===== config.mk =====
export PLATFORM = sky130hd
export DESIGN_NAME = sd_cmd_responder
export DESIGN_NICKNAME = d
export VERILOG_FILES = /design/src/rtl/sd_cmd_pkg.sv /design/src/rtl/sd_crc7.sv /design/src/rtl/sd_cmd_responder.sv
export SDC_FILE = /design/constraint.sdc
export NUM_CORES = 1
export LEC_CHECK = 0
export ABC_CLOCK_PERIOD_IN_PS = 2560
export CELL_PAD_IN_SITES_DETAIL_PLACEMENT = 0
export CELL_PAD_IN_SITES_GLOBAL_PLACEMENT = 1
export CORE_UTILIZATION = 40
export CTS_BUF_LIST = sky130_fd_sc_hd__clkbuf_4
export CTS_CLUSTER_DIAMETER = 60
export DETAILED_ROUTE_END_ITERATION = 8
export GPL_ROUTABILITY_DRIVEN = 0
export HOLD_SLACK_MARGIN = 0.08
export PLACE_DENSITY = 0.78
export SLEW_MARGIN = 30
export SYNTH_ARGS = -nofsm -noshare
export SYNTH_HDL_FRONTEND = slang
export SYNTH_SLANG_ARGS = --single-unit

===== constraint.sdc =====
create_clock -name iClock -period 2.56 [get_ports iClock]
set_input_delay 0.768 -clock iClock [delete_from_list [all_inputs] [get_ports iClock]]
set_output_delay 0.768 -clock iClock [all_outputs]
set_load 0.1 [all_outputs]

===== src/rtl/sd_cmd_pkg.sv =====
// Shared constants for the card-side SD CMD line responder.
// Latency: n/a (package only).
// Backpressure: n/a (package only).
package sd_cmd_pkg;

    // Frame geometry
    localparam int FRAME_W   = 48;
    localparam int CRC_MSG_W = 40;
    localparam int CRC_W     = 7;

    // Bit positions inside a 48-bit CMD frame, MSB is sent first
    localparam int BIT_START = 47;
    localparam int BIT_DIR   = 46;
    localparam int IDX_HI    = 45;
    localparam int IDX_LO    = 40;
    localparam int ARG_HI    = 39;
    localparam int ARG_LO    = 8;
    localparam int CRC_HI    = 7;
    localparam int CRC_LO    = 1;
    localparam int BIT_END   = 0;

    // x^7 + x^3 + 1 with the implicit x^7 term dropped
    localparam logic [CRC_W-1:0] CRC7_POLY = 7'h09;

    // Controller states
    localparam logic [2:0] ST_IDLE      = 3'd0;
    localparam logic [2:0] ST_RECEIVE   = 3'd1;
    localparam logic [2:0] ST_CHECK     = 3'd2;
    localparam logic [2:0] ST_WAIT_RESP = 3'd3;
    localparam logic [2:0] ST_GAP       = 3'd4;
    localparam logic [2:0] ST_SEND      = 3'd5;

    // One serial CRC7 step: shift in one message bit
    function automatic logic [CRC_W-1:0] crc7_step(input logic [CRC_W-1:0] crc, input logic b);
        logic fb;
        fb = b ^ crc[CRC_W-1];
        return {crc[CRC_W-2:0], 1'b0} ^ (fb ? CRC7_POLY : '0);
    endfunction

endpackage


===== src/rtl/sd_crc7.sv =====
// Serial CRC7 accumulator, one message bit per enabled cycle.
// Latency: oCrc reflects a bit the cycle after it is enabled.
// Backpressure: none; iClear restarts from zero and may coincide with iEnable.
module sd_crc7
    import sd_cmd_pkg::*;
(
    input  logic             iClock,
    input  logic             iReset_n,
    input  logic             iClear,
    input  logic             iEnable,
    input  logic             iBit,
    output logic [CRC_W-1:0] oCrc
);

    logic [CRC_W-1:0] crc_q;
    logic [CRC_W-1:0] crc_d;
    logic [CRC_W-1:0] crc_base;

    // Clear and step in the same cycle means "first bit of a new message"
    always_comb begin
        crc_base = iClear ? '0 : crc_q;
        crc_d    = iEnable ? crc7_step(crc_base, iBit) : crc_base;
    end

    // CRC register
    always_ff @(posedge iClock or negedge iReset_n) begin
        if (!iReset_n) begin
            crc_q <= '0;
        end else begin
            crc_q <= crc_d;
        end
    end

    assign oCrc = crc_q;

endmodule


===== src/rtl/sd_cmd_responder.sv =====
// Card-side CMD line: deserialize/check host commands, serialize R1-style responses.
// Latency: command pulse 48 edges after the start-bit edge; response starts NCR cycles after accept.
// Backpressure: oResp_ready/iResp_valid handshake, abandoned after RESP_TIMEOUT cycles.
module sd_cmd_responder
    import sd_cmd_pkg::*;
#(
    parameter int NCR          = 2,
    parameter int RESP_TIMEOUT = 64
) (
    input  logic        iClock,
    input  logic        iReset_n,
    input  logic        iCmd_in,
    output logic        oCmd_out,
    output logic        oCmd_oe,
    output logic        oCommand_valid,
    output logic [5:0]  oCmd_index,
    output logic [31:0] oCmd_argument,
    output logic        oCrc_error,
    output logic        oFrame_error,
    output logic        oResp_ready,
    input  logic        iResp_valid,
    input  logic        iResp_none,
    input  logic [31:0] iResp_data,
    output logic        oResp_timeout,
    output logic        oBusy
);

    // One counter serves bit position, timeout and gap; wide enough for all
    localparam int CNT_W = 16;

    logic [2:0]         state_q, state_d;
    logic [CNT_W-1:0]   cnt_q, cnt_d;
    logic [FRAME_W-1:0] shreg_q, shreg_d;
    logic [5:0]         idx_q, idx_d;
    logic [31:0]        arg_q, arg_d;
    logic               valid_q, valid_d;
    logic               crc_err_q, crc_err_d;
    logic               frame_err_q, frame_err_d;
    logic               timeout_q, timeout_d;

    logic               crc_clr;
    logic               crc_en;
    logic               crc_bit;
    logic [CRC_W-1:0]   crc;
    logic               cmd_out;

    sd_crc7 u_crc7 (
        .iClock   (iClock),
        .iReset_n (iReset_n),
        .iClear   (crc_clr),
        .iEnable  (crc_en),
        .iBit     (crc_bit),
        .oCrc     (crc)
    );

    // Next-state logic for receive, check, response handshake and transmit
    always_comb begin
        state_d     = state_q;
        cnt_d       = cnt_q;
        shreg_d     = shreg_q;
        idx_d       = idx_q;
        arg_d       = arg_q;
        valid_d     = 1'b0;
        crc_err_d   = 1'b0;
        frame_err_d = 1'b0;
        timeout_d   = 1'b0;
        crc_clr     = 1'b0;
        crc_en      = 1'b0;
        crc_bit     = iCmd_in;

        case (state_q)
            ST_IDLE: begin
                // Start bit doubles as the first CRC message bit
                if (!iCmd_in) begin
                    state_d = ST_RECEIVE;
                    cnt_d   = CNT_W'(BIT_DIR);
                    shreg_d = '0;
                    crc_clr = 1'b1;
                    crc_en  = 1'b1;
                end
            end

            ST_RECEIVE: begin
                shreg_d = {shreg_q[FRAME_W-2:0], iCmd_in};
                crc_en  = (cnt_q >= CNT_W'(ARG_LO));
                if (cnt_q == '0) begin
                    state_d = ST_CHECK;
                end else begin
                    cnt_d = cnt_q - 1'b1;
                end
            end

            ST_CHECK: begin
                state_d = ST_IDLE;
                if (!shreg_q[BIT_DIR] || !shreg_q[BIT_END]) begin
                    frame_err_d = 1'b1;
                end else if (shreg_q[CRC_HI:CRC_LO] != crc) begin
                    crc_err_d = 1'b1;
                end else begin
                    idx_d   = shreg_q[IDX_HI:IDX_LO];
                    arg_d   = shreg_q[ARG_HI:ARG_LO];
                    valid_d = 1'b1;
                    state_d = ST_WAIT_RESP;
                    cnt_d   = '0;
                end
            end

            ST_WAIT_RESP: begin
                // A handshake on the expiry cycle wins over the timeout
                if (iResp_valid) begin
                    if (iResp_none) begin
                        state_d = ST_IDLE;
                    end else begin
                        shreg_d = {2'b00, idx_q, iResp_data, 8'hFF};
                        cnt_d   = '0;
                        state_d = ST_GAP;
                    end
                end else if (cnt_q == CNT_W'(RESP_TIMEOUT - 1)) begin
                    timeout_d = 1'b1;
                    state_d   = ST_IDLE;
                end else begin
                    cnt_d = cnt_q + 1'b1;
                end
            end

            ST_GAP: begin
                if (cnt_q == CNT_W'(NCR - 1)) begin
                    state_d = ST_SEND;
                    cnt_d   = CNT_W'(BIT_START);
                    crc_clr = 1'b1;
                end else begin
                    cnt_d = cnt_q + 1'b1;
                end
            end

            ST_SEND: begin
                crc_bit = shreg_q[FRAME_W-1];
                crc_en  = (cnt_q >= CNT_W'(ARG_LO));
                shreg_d = {shreg_q[FRAME_W-2:0], 1'b1};
                if (cnt_q == '0) begin
                    state_d = ST_IDLE;
                end else begin
                    cnt_d = cnt_q - 1'b1;
                end
            end

            default: begin
                state_d = ST_IDLE;
            end
        endcase
    end

    // State and datapath registers
    always_ff @(posedge iClock or negedge iReset_n) begin
        if (!iReset_n) begin
            state_q     <= ST_IDLE;
            cnt_q       <= '0;
            shreg_q     <= '0;
            idx_q       <= '0;
            arg_q       <= '0;
            valid_q     <= 1'b0;
            crc_err_q   <= 1'b0;
            frame_err_q <= 1'b0;
            timeout_q   <= 1'b0;
        end else begin
            state_q     <= state_d;
            cnt_q       <= cnt_d;
            shreg_q     <= shreg_d;
            idx_q       <= idx_d;
            arg_q       <= arg_d;
            valid_q     <= valid_d;
            crc_err_q   <= crc_err_d;
            frame_err_q <= frame_err_d;
            timeout_q   <= timeout_d;
        end
    end

    // Transmit mux: payload from the shifter, then CRC7 MSB first, then end bit
    always_comb begin
        cmd_out = 1'b1;
        if (state_q == ST_SEND) begin
            if (cnt_q >= CNT_W'(ARG_LO)) begin
                cmd_out = shreg_q[FRAME_W-1];
            end else if (cnt_q != '0) begin
                cmd_out = crc[3'(cnt_q[2:0] - 3'd1)];
            end
        end
    end

    // Line enable follows state directly so reset releases the line at once
    assign oCmd_out       = cmd_out;
    assign oCmd_oe        = (state_q == ST_SEND);
    assign oCommand_valid = valid_q;
    assign oCmd_index     = idx_q;
    assign oCmd_argument  = arg_q;
    assign oCrc_error     = crc_err_q;
    assign oFrame_error   = frame_err_q;
    assign oResp_ready    = (state_q == ST_WAIT_RESP);
    assign oResp_timeout  = timeout_q;
    assign oBusy          = (state_q != ST_IDLE);

endmodule


# After elaboration in Yosys (flattened, before gate mapping)
# Index checks and enable logic that the tools add are counted.
[totals]
regBits = 116
elab_cells = 100
[op_classes]
addsub = 3
order_cmp = 2
eq_ne = 20
n_mux = 47
bitwise_logic = 4
reduce_logical = 14
[ops]
columns = ["op", "n"]
rows = [
  ["$pmux 48 s4", 1],
  ["$mux 48", 3],
  ["$mux 16", 8],
  ["$pmux 16 s5", 1],
  ["$mux 3", 7],
  ["$mux 1", 18],
  ["$pmux 3 s6", 1],
  ["$add 16x1->16 const B", 1],
  ["$eq 16x1->1 const B", 1],
  ["$eq 16x6->1 const B", 1],
  ["$ge 16x4->1 const B", 1],
  ["$logic_not 16->1", 1],
  ["$reduce_bool 16->1", 1],
  ["$sub 16x1->16 const B", 1],
  ["$mux 7", 2],
  ["$ne 2x2->1 const B", 7],
  ["$ne 7x7->1", 1],
  ["$reduce_and 7->1", 1],
  ["$xor 7x7->7", 1],
  ["$eq 3x2->1 const B", 2],
  ["$eq 3x3->1 const B", 2],
  ["$ne 3x3->1 const B", 2],
  ["$reduce_and 5->1", 1],
  ["$reduce_bool 5->1", 1],
  ["other kinds (19)", 24],
]

# Logic depth before layout (Yosys ltp)
[depth]
ltp_word = 8
ltp_mapped = 9

# Cells and area by module
# From an unflattened synthesis, not the netlist that was laid out.
[hier_totals]
cells_unflattened = 572
area_unflattened_um2 = 5818.1
[modules_own_cells]
columns = ["mod", "instances", "cells_each", "area_per_inst_um2"]
rows = [
  ["sd_cmd_responder", 1, 541, 5486.5],
  ["sd_crc7", 1, 31, 331.6],
]

# Worst setup path after synthesis
# No wires, ideal clock.
[synth_path]
path_type = "register -> output"
from = "reg cnt_q[0]"
to = "out oCmd_out"
arrival_ns = 2.303
required_ns = 1.792
path_slack_ns = -0.511
stages_incl_launch_ff = 9
n_path_buf = 0
cell_sequence = "dfrtp_1 > inv_1 > ha_1 > xor2_1 > mux2_2 > a211oi_1 > o211ai_1 > o21ai_0 > nand2_1"
[synth_via]
elab_chain_cells = 6
[synth_rtl]
columns = ["element", "line", "source"]
rows = [
  ["from (decl)", "sd_cmd_responder.sv:32", "logic [CNT_W-1:0] cnt_q, cnt_d;"],
  ["from (signal assigned)", "sd_cmd_responder.sv:167", "cnt_q <= cnt_d;"],
  ["$sub 3x1->3", "sd_cmd_responder.sv:185", "cmd_out = crc[3'(cnt_q[2:0] - 3'd1)];"],
  ["$bmux 1 s3", "sd_cmd_responder.sv:185", ""],
  ["$mux 1 (implied by the code)", "sd_cmd_responder.sv:185", ""],
  ["$mux 1", "sd_cmd_responder.sv:184", "end else if (cnt_q != '0) begin"],
  ["$mux 1 *", "sd_cmd_responder.sv:182", "if (cnt_q >= CNT_W'(ARG_LO)) begin"],
  ["$mux 1 *", "sd_cmd_responder.sv:181", "if (state_q == ST_SEND) begin"],
  ["to (decl)", "sd_cmd_responder.sv:13", "output logic oCmd_out,"],
]
# Mark *: on every way between the ends. The rest lies on a longest branch, timed or not. The select of a mux whose other input is x is not followed.

# Final worst setup path
# Same ends and word-level chain as after synthesis.

==> metrics.txt <==
status finished, violations left; failing checks setup timing; Via density 5.64; width of the die ~120 um; fin nets just over 700; FMAX around 320 MHz; Synth Area in XOR/XNOR 0.0210; worst path arrival time about 2.3 ns; dpl hpwl roughly 10 mm; Pre-antenna DRT Iters 4; layout cell share with drive strength beyond 1 0.297; register area 2910 um2; area of the multi-input gates roughly 2700 um2; synthesized instance count 561; post-synthesis async set-or-reset flop share 1.00; clk slew on worst S/H paths around 0.11 ns; #FFs+latches synth around 120; syn_nets around 600; CTS H-tree depth 4; register area share after synthesis 0.498; largest cells by area after synthesis dfrtp_1 (50%), mux2_2 (7.5%), nor2_1 (6.7%); post-synth top area share 0.498; commonest register cell after synthesis dfrtp_1; unrepaired setup endpoints after global routing yes; peak supply drop ~0.42 mV; cts hold-fix bufs 0; MaxCap Viol Count 0; clk buf depth 2; measured slew at the worst slew-check pin between 0.6 and 0.7 ns; Netlist Area Pre-Place 5830 um2; syn avg cell area 10.4 um2; compound-gate portion of the synthesized area 0.176; Leakage Power about 3.3 nW; I/O Buffers between 80 and 90; post-synthesis mux area share 0.0894; Netlist cell types 74; Antenna diodes 0; Initial Util 0.415; Worst Hold Class primary input to async pin; DRC viols 0; IO Count 83; CTS buffer count 17; WP data required 1.79 ns; clock latency on the worst-skew pair between 0.5 and 0.6 ns; largest net degree at the start of global routing 61; CTS tree built; ANT nets after route 0; initial antenna violation count 0; Area Growth Syn to Fin 24.9%; total negative slack -0.549 ns; final slew viol count 0; leading area contributor after synthesis dfrtp_1; Vias 4849; first-pass GRT wire length approximately 25 mm; Layout Cells excl Fill about 860; final setup margin -0.549 ns; Synth Area in Simple Gates 0.166; largest family of logic cells by synthesized area compound AO/OA/AOI/OAI gates; num rows 43; core area 14000 um2; number of flops mapped to enable cells by yosys 0; setup violators final 1; yosys warns 0; hold_ws roughly 0.22 ns; crit path kind flop to primary output; die area between 15000 and 20000 um2; P per Cell Area approximately 800 nW/um2; Fillers approximately 1300; root buffer cell clkbuf_4; Final Critical Period 3.11 ns; critical path capture point type primary output; Worst Path Max Fanout 2; clk_skew about 0.018 ns; vias in the first global route just under 5000; clk sinks 116; final period utilization 1.21; WL/cell approximately 17 um; Final Hold Viols 0; gr usage total 0.212; final wirelength 14.8 mm; total gr overflow 0; slew margin rel. 0.535; fraction of the mapped netlist area in adder cells 0.00644; Placed Cells 825; First DRT Iteration DRCs about 280; CP Launch Type flop; Die Span Y ~120 um
[routing by layer]
| layer | wire, um | vias up | global-route usage |
|---|---|---|---|
| li1 | - | 2266 | - |
| met1 | 6530 | 2416 | 0.279 |
| met2 | 7110 | 145 | 0.335 |
| met3 | 923 | 22 | 0.0632 |
| met4 | 198 | 0 | 0.0655 |
| met5 | 0 | - | 0 |
[stage by stage]
stage               worst slack, ns  area (um2)   util  total power [mW]
floorplan                   -0.0314        5880      -              4.09
global placement             -0.162        7030  0.500              4.65
detailed placement           -0.208        7030  0.500              4.72
CTS                          -0.598        7270  0.518              5.89
global route                 -0.706        7280  0.519              6.30
finish                       -0.549        7280  0.519              5.87
[registers in the layout, indices dropped and copies added, names as in the netlist]
name,count
oCmd_index,6
oResp_timeout,1
oFrame_error,1
cnt_q,16
shreg_q,48
oCrc_error,1
u_crc7.oCrc,7
oCmd_argument,32
state_q,3
oCommand_valid,1
[placed cells by master (no fill, tap or decap), types with 4 or more instances in the layout]
master,n
nor3_1,11
mux2_2,38
buf_12,10
nand3_1,10
clkbuf_4,20
mux2i_1,6
nand2_1,23
clkinv_2,4
xnor2_1,9
a21oi_1,26
nor2_1,103
nand4_1,5
a221oi_1,41
dfrtp_2,4
xor2_1,4
o21ai_0,22
o21ai_1,8
clkdlybuf4s50_1,35
o31ai_1,4
o22ai_1,4
nor4_1,4
dfrtp_1,112
buf_4,83
[worst max-delay path, stage by stage (launching register included)]
cell and delay, ns:
dfrtp_2 0.42, inv_2 0.08, buf_4 0.10, buf_4 0.11
mux4_2 0.48, nor2b_1 0.15, o211ai_1 0.11, o21ai_1 0.15
nand2_4 0.07, buf_12 0.17
[worst paths after layout]
path	startpoint	slack [ns]	depth (start not counted)	end
max	cnt_q[0]$_DFFE_PN0P_	-0.55	9	oCmd_out
min	iReset_n	0.22	1	cnt_q[15]$_DFFE_PN0P_
max reg2reg	cnt_q[0]$_DFFE_PN0P_	0.29	9	state_q[0]$_DFFE_PN0P_
min reg2reg	oCmd_argument[7]$_DFFE_PN0P_	0.52	1	oCmd_argument[7]$_DFFE_PN0P_
max in group asynchronous	iReset_n	1.71	2	cnt_q[0]$_DFFE_PN0P_
min in group iClock	oCmd_argument[7]$_DFFE_PN0P_	0.52	1	oCmd_argument[7]$_DFFE_PN0P_
[synthesized netlist by cell type, types with 5 or more instances]
cell type  count
xor2_1         5
nor3_1        12
buf_2         11
o21ai_0       23
xnor2_1        9
nor2_1       104
a221oi_1      41
buf_6          5
dfrtp_1      116
nand4_1        5
o21ai_1        7
mux2i_1        6
nand2_1       24
nand3_1       10
a21oi_1       26
buf_4          5
clkbuf_1      15
mux2_2        39
[final cells by class]
| cell class | instances | area share |
|---|---|---|
| Sequential cell | 116 | 0.399 |
| Multi-Input combinational cell | 399 | 0.377 |
| Timing Repair Buffer | 128 | 0.161 |
| Tap cell | 180 | 0.0309 |
| Clock buffer | 20 | 0.0206 |
| Clock inverter | 11 | 0.00893 |
| Inverter | 5 | 0.00258 |
[logic make-up after synthesis]
group	after synthesis
adders and majority gates	3
and+or+nand+nor	195
AOI/OAI and AO/OA	141
DFF	116
buffers and inverters	46
muxes	46
xor gates and xnor gates	14
[power by group]
part	switching, mW	total [mW]	internal, mW
Sequential	0.484	2.80	2.32
Combinational	0.954	1.96	1.01
Clock	0.707	1.10	0.398
[timing repair]
item	4_1_cts	5_1_grt
setup endpoints to repair	1	4
gates resized for setup	2	4
setup buffers	2	1
pin swaps	2	0
Power figures use the tool's default switching activity.
